===== src/rtl/coin_acceptor.sv =====
// coin_acceptor: synchronise and debounce three coin sensors, buffer accepted coins and emit spaced money codes
module coin_acceptor #(
    parameter int DEB_CYCLES = 16,
    parameter int GAP_CYCLES = 2,
    parameter int FIFO_DEPTH = 4
) (
    input  logic       clk,
    input  logic       rst,
    input  logic       coin1_in,
    input  logic       coin2_in,
    input  logic       coin5_in,
    input  logic       accept_en,
    output logic [2:0] money,
    output logic       money_valid,
    output logic       coin_return,
    output logic       fifo_full,
    output logic [7:0] reject_cnt
);
    localparam int CW = $clog2(DEB_CYCLES + 1);
    localparam int GW = $clog2(GAP_CYCLES + 1);
    localparam int AW = $clog2(FIFO_DEPTH);
    localparam int NW = AW + 1;

    typedef enum logic [1:0] {IDLE, QUALIFY, HELD, RELEASE} state_t;

    state_t        state_q, state_d;
    logic [2:0]    sync1_q, sync2_q;
    logic [2:0]    lat_q, lat_d;
    logic [CW-1:0] cnt_q, cnt_d;
    logic [GW-1:0] gap_q, gap_d;
    logic [AW-1:0] wr_q, wr_d, rd_q, rd_d;
    logic [NW-1:0] count_q, count_d;
    logic [7:0]    rej_q, rej_d;
    logic [2:0]    money_q, money_d;
    logic [2:0]    code;
    logic [2:0]    mem_q [FIFO_DEPTH];
    logic          eval, push, pop, reject;
    logic          full_q, ret_q, valid_q;

    // two-flop synchroniser on the raw sensor vector {5, 2, 1}
    always_ff @(posedge clk or negedge rst) begin
        if (!rst) begin
            sync1_q <= '0;
            sync2_q <= '0;
        end else begin
            sync1_q <= {coin5_in, coin2_in, coin1_in};
            sync2_q <= sync1_q;
        end
    end

    // debounce FSM: qualify a stable press, evaluate it once, then qualify the release
    always_comb begin
        state_d = state_q;
        lat_d   = lat_q;
        cnt_d   = cnt_q;
        eval    = 1'b0;
        case (state_q)
            IDLE: begin
                if (sync2_q != 3'd0) begin
                    lat_d   = sync2_q;
                    cnt_d   = '0;
                    state_d = QUALIFY;
                end
            end
            QUALIFY: begin
                if (sync2_q != lat_q) state_d = IDLE;
                else if (cnt_q == CW'(DEB_CYCLES)) begin
                    eval    = 1'b1;
                    state_d = HELD;
                end else cnt_d = cnt_q + CW'(1);
            end
            HELD: begin
                if (sync2_q == 3'd0) begin
                    cnt_d   = '0;
                    state_d = RELEASE;
                end
            end
            RELEASE: begin
                if (sync2_q != 3'd0) cnt_d = '0;
                else if (cnt_q == CW'(DEB_CYCLES - 1)) state_d = IDLE;
                else cnt_d = cnt_q + CW'(1);
            end
            default: state_d = IDLE;
        endcase
    end

    // accept/reject decision, FIFO bookkeeping and gap-spaced issue
    always_comb begin
        code    = lat_q[0] ? 3'd1 : (lat_q[1] ? 3'd2 : 3'd5);
        push    = eval && $onehot(lat_q) && accept_en && !full_q;
        reject  = eval && !push;
        pop     = (count_q != '0) && (gap_q == '0);
        wr_d    = push ? wr_q + AW'(1) : wr_q;
        rd_d    = pop ? rd_q + AW'(1) : rd_q;
        count_d = (push && !pop) ? count_q + NW'(1) : ((pop && !push) ? count_q - NW'(1) : count_q);
        gap_d   = pop ? GW'(GAP_CYCLES) : ((gap_q != '0) ? gap_q - GW'(1) : gap_q);
        money_d = pop ? mem_q[rd_q] : 3'd0;
        rej_d   = (reject && rej_q != 8'hFF) ? rej_q + 8'd1 : rej_q;
    end

    // state, pointers, counters and registered outputs
    always_ff @(posedge clk or negedge rst) begin
        if (!rst) begin
            state_q <= IDLE;
            lat_q   <= '0;
            cnt_q   <= '0;
            gap_q   <= '0;
            wr_q    <= '0;
            rd_q    <= '0;
            count_q <= '0;
            rej_q   <= '0;
            money_q <= '0;
            valid_q <= 1'b0;
            ret_q   <= 1'b0;
            full_q  <= 1'b0;
        end else begin
            state_q <= state_d;
            lat_q   <= lat_d;
            cnt_q   <= cnt_d;
            gap_q   <= gap_d;
            wr_q    <= wr_d;
            rd_q    <= rd_d;
            count_q <= count_d;
            rej_q   <= rej_d;
            money_q <= money_d;
            valid_q <= pop;
            ret_q   <= reject;
            full_q  <= (count_d == NW'(FIFO_DEPTH));
        end
    end

    // coin-code storage; entries are only meaningful while counted as occupied
    always_ff @(posedge clk) begin
        if (push) mem_q[wr_q] <= code;
    end

    assign money       = money_q;
    assign money_valid = valid_q;
    assign coin_return = ret_q;
    assign fifo_full   = full_q;
    assign reject_cnt  = rej_q;
endmodule

===== config.mk =====
export PLATFORM = sky130hd
export DESIGN_NAME = coin_acceptor
export DESIGN_NICKNAME = d
export VERILOG_FILES = /design/src/rtl/coin_acceptor.sv
export SDC_FILE = /design/constraint.sdc
export NUM_CORES = 1
export LEC_CHECK = 0
export CORE_MARGIN = 8
export CORE_UTILIZATION = 45
export CTS_CLUSTER_DIAMETER = 200
export DETAILED_ROUTE_END_ITERATION = 7
export PLACE_DENSITY = 0.64
export SYNTH_ARGS = -nofsm -noshare
export SYNTH_HDL_FRONTEND = slang
export SYNTH_SLANG_ARGS = --single-unit

===== constraint.sdc =====
create_clock -name clk -period 2.62 [get_ports clk]
set_input_delay 0.262 -clock clk [delete_from_list [all_inputs] [get_ports clk]]
set_output_delay 0.262 -clock clk [all_outputs]
set_load 0.02 [all_outputs]

* After elaboration in Yosys (flattened, before gate mapping)
Memory sizes are Yosys's and may differ from the RTL's.
Index checks and enable logic that the tools add are counted.
** Storage, ports and cells
- Bits in registers :: 39
- Bits in writable memories :: 12
- Input port bits :: 6
- Output and inout bits :: 14
- Word-level logic and storage cells :: 88
- Memories kept :: 1
** Operators by class
- Add/sub/neg operators :: 9
- Equal/unequal tests :: 17
- Muxes and demuxes :: 26
- Reductions and logical operators :: 21
** Memories
- mem_q :: depth 4, width 3, rd ports 1, clocked after Yosys merged registers in 0, write ports 1, line 36 : logic [2:0] mem_q [FIFO_DEPTH];
** Operators by type and width (count)
- $mux W5 :: 6
- $pmux W5 S4 :: 1
- $mux W2 :: 8
- $mux W3 :: 5
- $ne A2 B2 Y1 const B :: 6
- $reduce_and A5 Y1 :: 2
- $add A8 B1 Y8 const B :: 1
- $logic_and A1 B1 Y1 :: 8
- $ne A8 B8 Y1 const B :: 1
- $pmux W2 S4 :: 1
- $ne A3 B3 Y1 const B :: 2
- $reduce_bool A3 Y1 :: 2
- $add A5 B1 Y5 const B :: 1
- $eq A5 B4 Y1 const B :: 1
- $eq A5 B5 Y1 const B :: 1
- $mux W1 :: 5
- $add A2 B1 Y2 const B :: 2
- $eq A2 B1 Y1 const B :: 2
- $eq A2 B2 Y1 const B :: 2
- $logic_not A2 Y1 :: 2
- $reduce_bool A2 Y1 :: 2
- $add A3 B1 Y3 const B :: 1
- $eq A3 B3 Y1 const B :: 1
- $logic_not A1 Y1 :: 3
- 7 further kinds :: 7

* Longest topological paths before layout
Gate-level depths: netlist of run 1.
- Depth after elaboration :: 12
- Mapped depth :: 8
- Mapped depth without buffers :: 8

* Worst setup path after synthesis of run 1
No wires, ideal clock.
- Path type :: flip-flop to flip-flop
- From :: reg lat_q[0]
- To :: reg full_q, in the netlist fifo_full
- Setup time :: 0.096 ns
- Data arrival time :: 2.292 ns
- Required time :: 2.524 ns
- Setup slack :: 0.232 ns
- Stages on the path, launching flop included :: 9
- Period minus slack after synthesis :: 2.388 ns
- Cell sequence :: dfrtp_1 > inv_1 > fa_1 > and4bb_2 > and3_1 > buf_6 > a211oi_2 > or4b_4 > nor4_2
** Between the ends
- Word-level cells in the longest chain between the ends :: 11
- Elaborated cells on any way between the ends :: 15
- Those cells by class :: add/sub: 2; eq/ne: 3; mux: 4; reduce/logical: 6
** RTL lines
- start: declaration :: line 28 : logic [2:0] lat_q, lat_d;
- start signal: assignment :: line 118 : lat_q <= lat_d;
- $add A1 B1 Y2 (not written as such) / $ne A3 B3 Y1 (equally long branches) :: line 90, 66
- $add A2 B1 Y2 (not written as such) / $mux W1 (equally long branches) :: line 90, 66
- $eq A2 B1 Y1 / $mux W1 (equally long branches) :: line 90, 57
- $logic_and A1 B1 Y1 * (3 in a row) :: line 90 : push = eval && $onehot(lat_q) && accept_en && !full_q;
- $logic_not A1 Y1 :: line 95 : count_d = (push && !pop) ? count_q + NW'(1) : ((pop && !push) ? count_q - NW'(1) : count_q);
- $logic_and A1 B1 Y1 :: line 95
- $mux W3 :: line 95
- $mux W3 * :: line 95
- named net count_d[1] :: line 32 : logic [NW-1:0] count_q, count_d;
- $eq A3 B3 Y1 * :: line 128 : full_q <= (count_d == NW'(FIFO_DEPTH));
- end signal: assignment :: line 128
- end: declaration :: line 38 : logic full_q, ret_q, valid_q;
Mark *: on every way through the listed nets, which the timed path passes. The rest lies on a longest branch.
A chain may end at the register's enable or synchronous reset.

* Worst setup path after layout of run 1
Ends and elaborated chain as after synthesis.

==> run metrics, run 1 <==
Main synth FF type sky130_fd_sc_hd__dfrtp_1; DRT Wirelength 4010 um; clock slew at the register clock pins of the worst setup and hold paths 0.10 ns; worst reg2reg setup slack 0.16 ns; CTS buffer count 5; final setup skew 0.0122 ns; proportion of synthesized chip area in sequential cells 0.563; setup repair after global routing missed its margin no; count of inserted antenna diode cells 0; Setup TNS 0 ns; final routed DRC violation total 0; crit path time final 2.46 ns; synthesized-area fraction occupied by xor and xnor cells 0.0553; share of cells above drive strength 1 0.153; Critical-path top delay cell sky130_fd_sc_hd__or4b_4; number of antenna violations at the first check in global routing 0; number of placed instances, taps included 278; number of ports placed on the die boundary 20; post-synthesis cell type count 44; Fill cells 450; cell area power density 651 nW/um^2; cell family with most CP delay simple AND/OR/NAND/NOR gates; routability congestion estimate from global placement 0.752; critical path startpoint category flop; total of warnings raised by yosys 0; endpoint kind of the worst setup timing path flop; min-delay worst type in2async; Area growth, synth to finish 14.6%; # hold bufs at CTS 0; number of global-route vias before repair 1592; Worst slew margin 0.438; average size of a mapped cell 12.4 um^2; proportion of netlist area held by the largest area contributor 0.411; total congestion overflow 0; number of vias per cell after detailed routing 5.21; total number of vias 1490; data required time at the worst endpoint 2.84 ns; HPWL after DPL 3070 um; root buffer selected by CTS sky130_fd_sc_hd__clkbuf_8; CORE AREA 5110 um^2; cell row count 26; maximum resistive drop on vdd 0.393 mV; pin count of the biggest net entering global routing 40; buffers inserted during post-CTS setup optimization 0; CTS tree built; final max-slew violation count 0; Post-Synthesis Net Count 211; fin cells 286; net count reported at finish 234; Mapped Area 2370 um^2; status complete, no violations; Yosys top cell by area sky130_fd_sc_hd__dfrtp_1; actual slew at the worst max-slew pin 0.843 ns; Data arrival, critical path 2.68 ns; full die area 7860 um^2; global route hottest layer met2; Synth Area in Adders 0.0717; global routing usage on met1 0.129; grt met2 use 0.208; FF-to-FF Start lat_q[0]; antenna violation net count after detailed routing 0; synthesized-area fraction occupied by ao, oa, aoi and oai cells 0.0427; Crit path buffers/inverters 1; Reg area 1340 um^2; area share of and/or/nand/nor cells after synthesis 0.178; number of port buffers 19; number of instances resized during post-cts repair 0; first-pass iteration count of the detailed router 4; clock sink count 51; Initial Utilization 0.465; highest cell delay on the worst timing path 0.56 ns; most frequently used cell type in the post-synthesis netlist sky130_fd_sc_hd__dfrtp_1; classification of the worst setup path reg2reg; critical-path cell list inv_1, fa_1, and4bb_2, and3_1, a211oi_2, or4b_4, nor4_2; total of max-cap violations 0; dominant combinational cell family by area after synthesis simple AND/OR/NAND/NOR gates; number of enable-type register cells in the synthesized netlist 12; width of the chip 88.6 um; mux share of post-synthesis cell area 0.0522; fraction of synthesis flops using an asynchronous set or reset pin 0.765; hold slack final 0.0437 ns; area of the multi-input gates 948 um^2; Clk Latency, worst-skew pair 0.31 ns; number of H-tree levels 2; detail-routed net length per standard cell 14.0 um; Leak Pwr 1.19 nW; GRT met3 Usage 0.0344; Total Routing Usage GR 0.117; count of mapped cells out of synthesis 192; f_max 407 MHz; critical path launch point lat_q[0]; number of register bits inferred by synthesis 51; maximum buffer depth of the clock tree 2; global-route wire length before repair 7120 um; Setup violations, final 0; height of the die 88.6 um; main area contributors after synthesis sky130_fd_sc_hd__dfrtp_1 (41%), sky130_fd_sc_hd__edfxtp_1 (15%), sky130_fd_sc_hd__ha_1 (6.3%); CP Max Fanout 4; Hold Vio Cnt, Final 0; share of the clock period used by the worst path 0.938; most frequent cells after synthesis sky130_fd_sc_hd__dfrtp_1 (39), sky130_fd_sc_hd__inv_1 (14), sky130_fd_sc_hd__nand2_1 (13), sky130_fd_sc_hd__xnor2_1 (13); Initial DRC Count 79
[power by group]
part | switching, mW | internal (mW) | total, mW | leakage, nW
Clock | 0.271 | 0.198 | 0.469 | 0.0502
Sequential | 0.0653 | 0.894 | 0.959 | 0.613
Combinational | 0.194 | 0.149 | 0.343 | 0.526
Total | 0.531 | 1.24 | 1.77 | 1.19
[final cells by class]
cell class,instances,area share
flip-flops and latches,51,0.491
multi-input cells,121,0.348
repair buffers,20,0.0708
well taps,70,0.0322
clock buffers,5,0.0253
inverters,16,0.0221
clock inverters,3,0.0106
[per-stage QoR]
step           total power [mW]   util  cell area, um^2  setup WS (ns)
2_1_floorplan              1.22      -             2370          0.232
3_3_place_gp               1.29  0.514             2630          0.257
3_5_place_dp               1.32  0.514             2630          0.171
4_1_cts                    1.79  0.533             2720          0.139
5_1_grt                    1.89  0.533             2720         0.0174
6_report                   1.77  0.533             2720          0.162
[cell usage in the layout, fill, tap and decap left out, drive strengths merged, types with 2 or more instances in the layout]
cell / n
inv: 17
and4: 2
nand2: 13
clkdlybuf4s50: 18
buf: 2
nor3: 2
xnor2: 13
dfrtp: 39
and2b: 2
xor2: 2
or3: 2
mux2: 5
a21oi: 2
clkbuf: 5
o21ai: 9
ha: 12
o31ai: 2
nor4: 2
and4bb: 2
mux4: 3
and3: 10
a211oi: 2
and2: 5
edfxtp: 12
nand4: 3
nor2: 8
nand3: 9
clkinv: 2
nand2b: 2
[per-layer routing]
layer,wire length [um],share of wire
met2,2090,0.52
met5,0,0
met1,1700,0.42
met4,48,0.012
met3,176,0.044
[registers in the layout (all words and copies together) (netlist names), named ones only]
| name | count |
|---|---|
| money | 3 |
| count_q | 3 |
| wr_q | 2 |
| mem_q | 12 |
| sync1_q | 3 |
| sync2_q | 3 |
| gap_q | 2 |
| state_q | 1 |
| reject_cnt | 8 |
| rd_q | 2 |
| lat_q | 3 |
| cnt_q | 5 |
| fifo_full | 1 |
| money_valid | 1 |
| coin_return | 1 |
[kinds of logic (layout without fill, tap and decap cells)]
family	after synthesis	in the layout
AO/OA/AOI/OAI	16	16
XOR/XNOR	15	15
adder cells (fa/ha/maj)	13	13
buffers and inverters	20	44
flip-flops	51	51
multiplexers	8	8
AND/OR/NAND/NOR	69	69
[final timing paths]
| check | end | cells after the start |
|---|---|---|
| min in group clk | sync2_q[2] | 0 |
| worst max-delay path | fifo_full | 7 |
| worst max register to register | fifo_full | 7 |
| worst min register to register | sync2_q[2] | 0 |
| max in group asynchronous | cnt_q[1] | 1 |
| worst min-delay path | money[1] | 1 |
No activity file was read; power rests on OpenSTA's default activity.
==> run 2: changes to the inputs <==
- CORE_UTILIZATION: 45 -> 57
- PLACE_DENSITY: 0.64 -> 0.78
==> run metrics, run 2 (synthesis gave the netlist of run 1 again) <==
total number of vias 1530; number of port buffers 19; most frequent standard cell in the layout excluding fill and tap cells sky130_fd_sc_hd__dfrtp_1; area of the multi-input gates 948 um^2; max reg flops 12; clock slew at the register clock pins of the worst setup and hold paths 0.09 ns; Reg area 1340 um^2; CORE AREA 4000 um^2; routability congestion estimate from global placement 0.806; net count reported at finish 234; number of H-tree levels 2; cell area power density 666 nW/um^2; count of inserted antenna diode cells 0; commonest non-fill, non-tap cells in the layout sky130_fd_sc_hd__dfrtp_1 (39), sky130_fd_sc_hd__clkdlybuf4s50_1 (18), sky130_fd_sc_hd__inv_1 (14); full die area 6490 um^2; Data arrival, critical path 2.72 ns; Leak Pwr 1.19 nW; classification of the worst setup path reg2reg; Hold Vio Cnt, Final 0; detail-routed net length per standard cell 15.9 um; Initial DRC Count 102; CTS tree built; Area growth, synth to finish 13.7%; number of vias per cell after detailed routing 5.75; total congestion overflow 0; hold slack final 0.0491 ns; critical path startpoint category flop; Total Routing Usage GR 0.146; maximum resistive drop on vdd 0.353 mV; number of instances resized during post-cts repair 0; Clk Latency, worst-skew pair 0.30 ns; Fill cells 286; CP Max Fanout 5; min-delay worst type in2async; share of cells above drive strength 1 0.148; HPWL after DPL 3130 um; first-pass iteration count of the detailed router 4; # hold bufs at CTS 0; clock sink count 51; number of global-route vias before repair 1603; width of the chip 80.5 um; Setup TNS 0 ns; final setup skew 0.00707 ns; total of max-cap violations 0; fin cells 266; number of ports placed on the die boundary 20; f_max 400 MHz; crit path time final 2.50 ns; final routed DRC violation total 0; Initial Utilization 0.594; buffers inserted during post-CTS setup optimization 0; share of the clock period used by the worst path 0.953; final max-slew violation count 0; Setup violations, final 0; power after layout 1.80 mW; number of placed instances, taps included 258; setup repair after global routing missed its margin no; data required time at the worst endpoint 2.84 ns; Worst slew margin 0.448; antenna violation net count after detailed routing 0; root buffer selected by CTS sky130_fd_sc_hd__clkbuf_8; actual slew at the worst max-slew pin 0.828 ns; DRT Wirelength 4220 um; maximum buffer depth of the clock tree 2; cell row count 23; CTS buffer count 5; endpoint kind of the worst setup timing path flop; pin count of the biggest net entering global routing 40; status complete, no violations; number of antenna violations at the first check in global routing 0; global-route wire length before repair 7360 um; register bank with the most flops mem_q; height of the die 80.5 um
==> run 2: through the flow <==
stage,setup WS (ns),cell area [um^2],utilization
floorplan,0.232,2370,-
finish,0.123,2700,0.675
global route,0.00558,2700,0.675
global placement,0.271,2600,0.650
CTS,0.117,2700,0.675
detailed placement,0.107,2600,0.650
==> run 2: routing by layer <==
layer / routed length, um / part of all wire / vias up / global-route usage
li1: - / - / 711 / -
met2: 2070 / 0.49 / 39 / 0.237
met4: 67 / 0.016 / 0 / 0.0764
met5: 0 / 0 / - / 0
met1: 1820 / 0.43 / 772 / 0.164
met3: 261 / 0.062 / 8 / 0.0547
==> run 2: layout make-up <==
cell class / instances / share of cell area
Clock buffer: 8 / 0.0371
Tap cell: 50 / 0.0232
Sequential cell: 51 / 0.495
Multi-Input combinational cell: 121 / 0.351
Inverter: 16 / 0.0222
Timing Repair Buffer: 20 / 0.0714
==> run 2: final timing paths <==
| kind | cells past startpoint | startpoint | endpoint | slack (ns) |
|---|---|---|---|---|
| max | 7 | lat_q[0] | fifo_full | 0.12 |
| min | 1 | rst | rd_q[0] | 0.05 |
| max reg2reg | 7 | lat_q[0] | fifo_full | 0.12 |
| min reg2reg | 0 | sync1_q[2] | sync2_q[2] | 0.36 |
| max in group asynchronous | 1 | rst | reject_cnt[4] | 2.05 |
| min in group clk | 0 | sync1_q[2] | sync2_q[2] | 0.36 |
==> run 2: power breakdown <==
part	internal, mW	total, mW	switching (mW)
combinational	0.149	0.351	0.202
clock	0.241	0.486	0.245
sequential	0.894	0.961	0.0668
total	1.28	1.80	0.514
==> run 2: worst max-delay path, stage by stage, from the launching register on <==
cell and delay (ns):
sky130_fd_sc_hd__dfrtp_1 0.42, sky130_fd_sc_hd__inv_1 0.10, sky130_fd_sc_hd__fa_1 0.47, sky130_fd_sc_hd__and4bb_2 0.33, sky130_fd_sc_hd__nand3_1 0.15, sky130_fd_sc_hd__o21ai_0 0.20
sky130_fd_sc_hd__or4b_4 0.49, sky130_fd_sc_hd__nor4_2 0.25
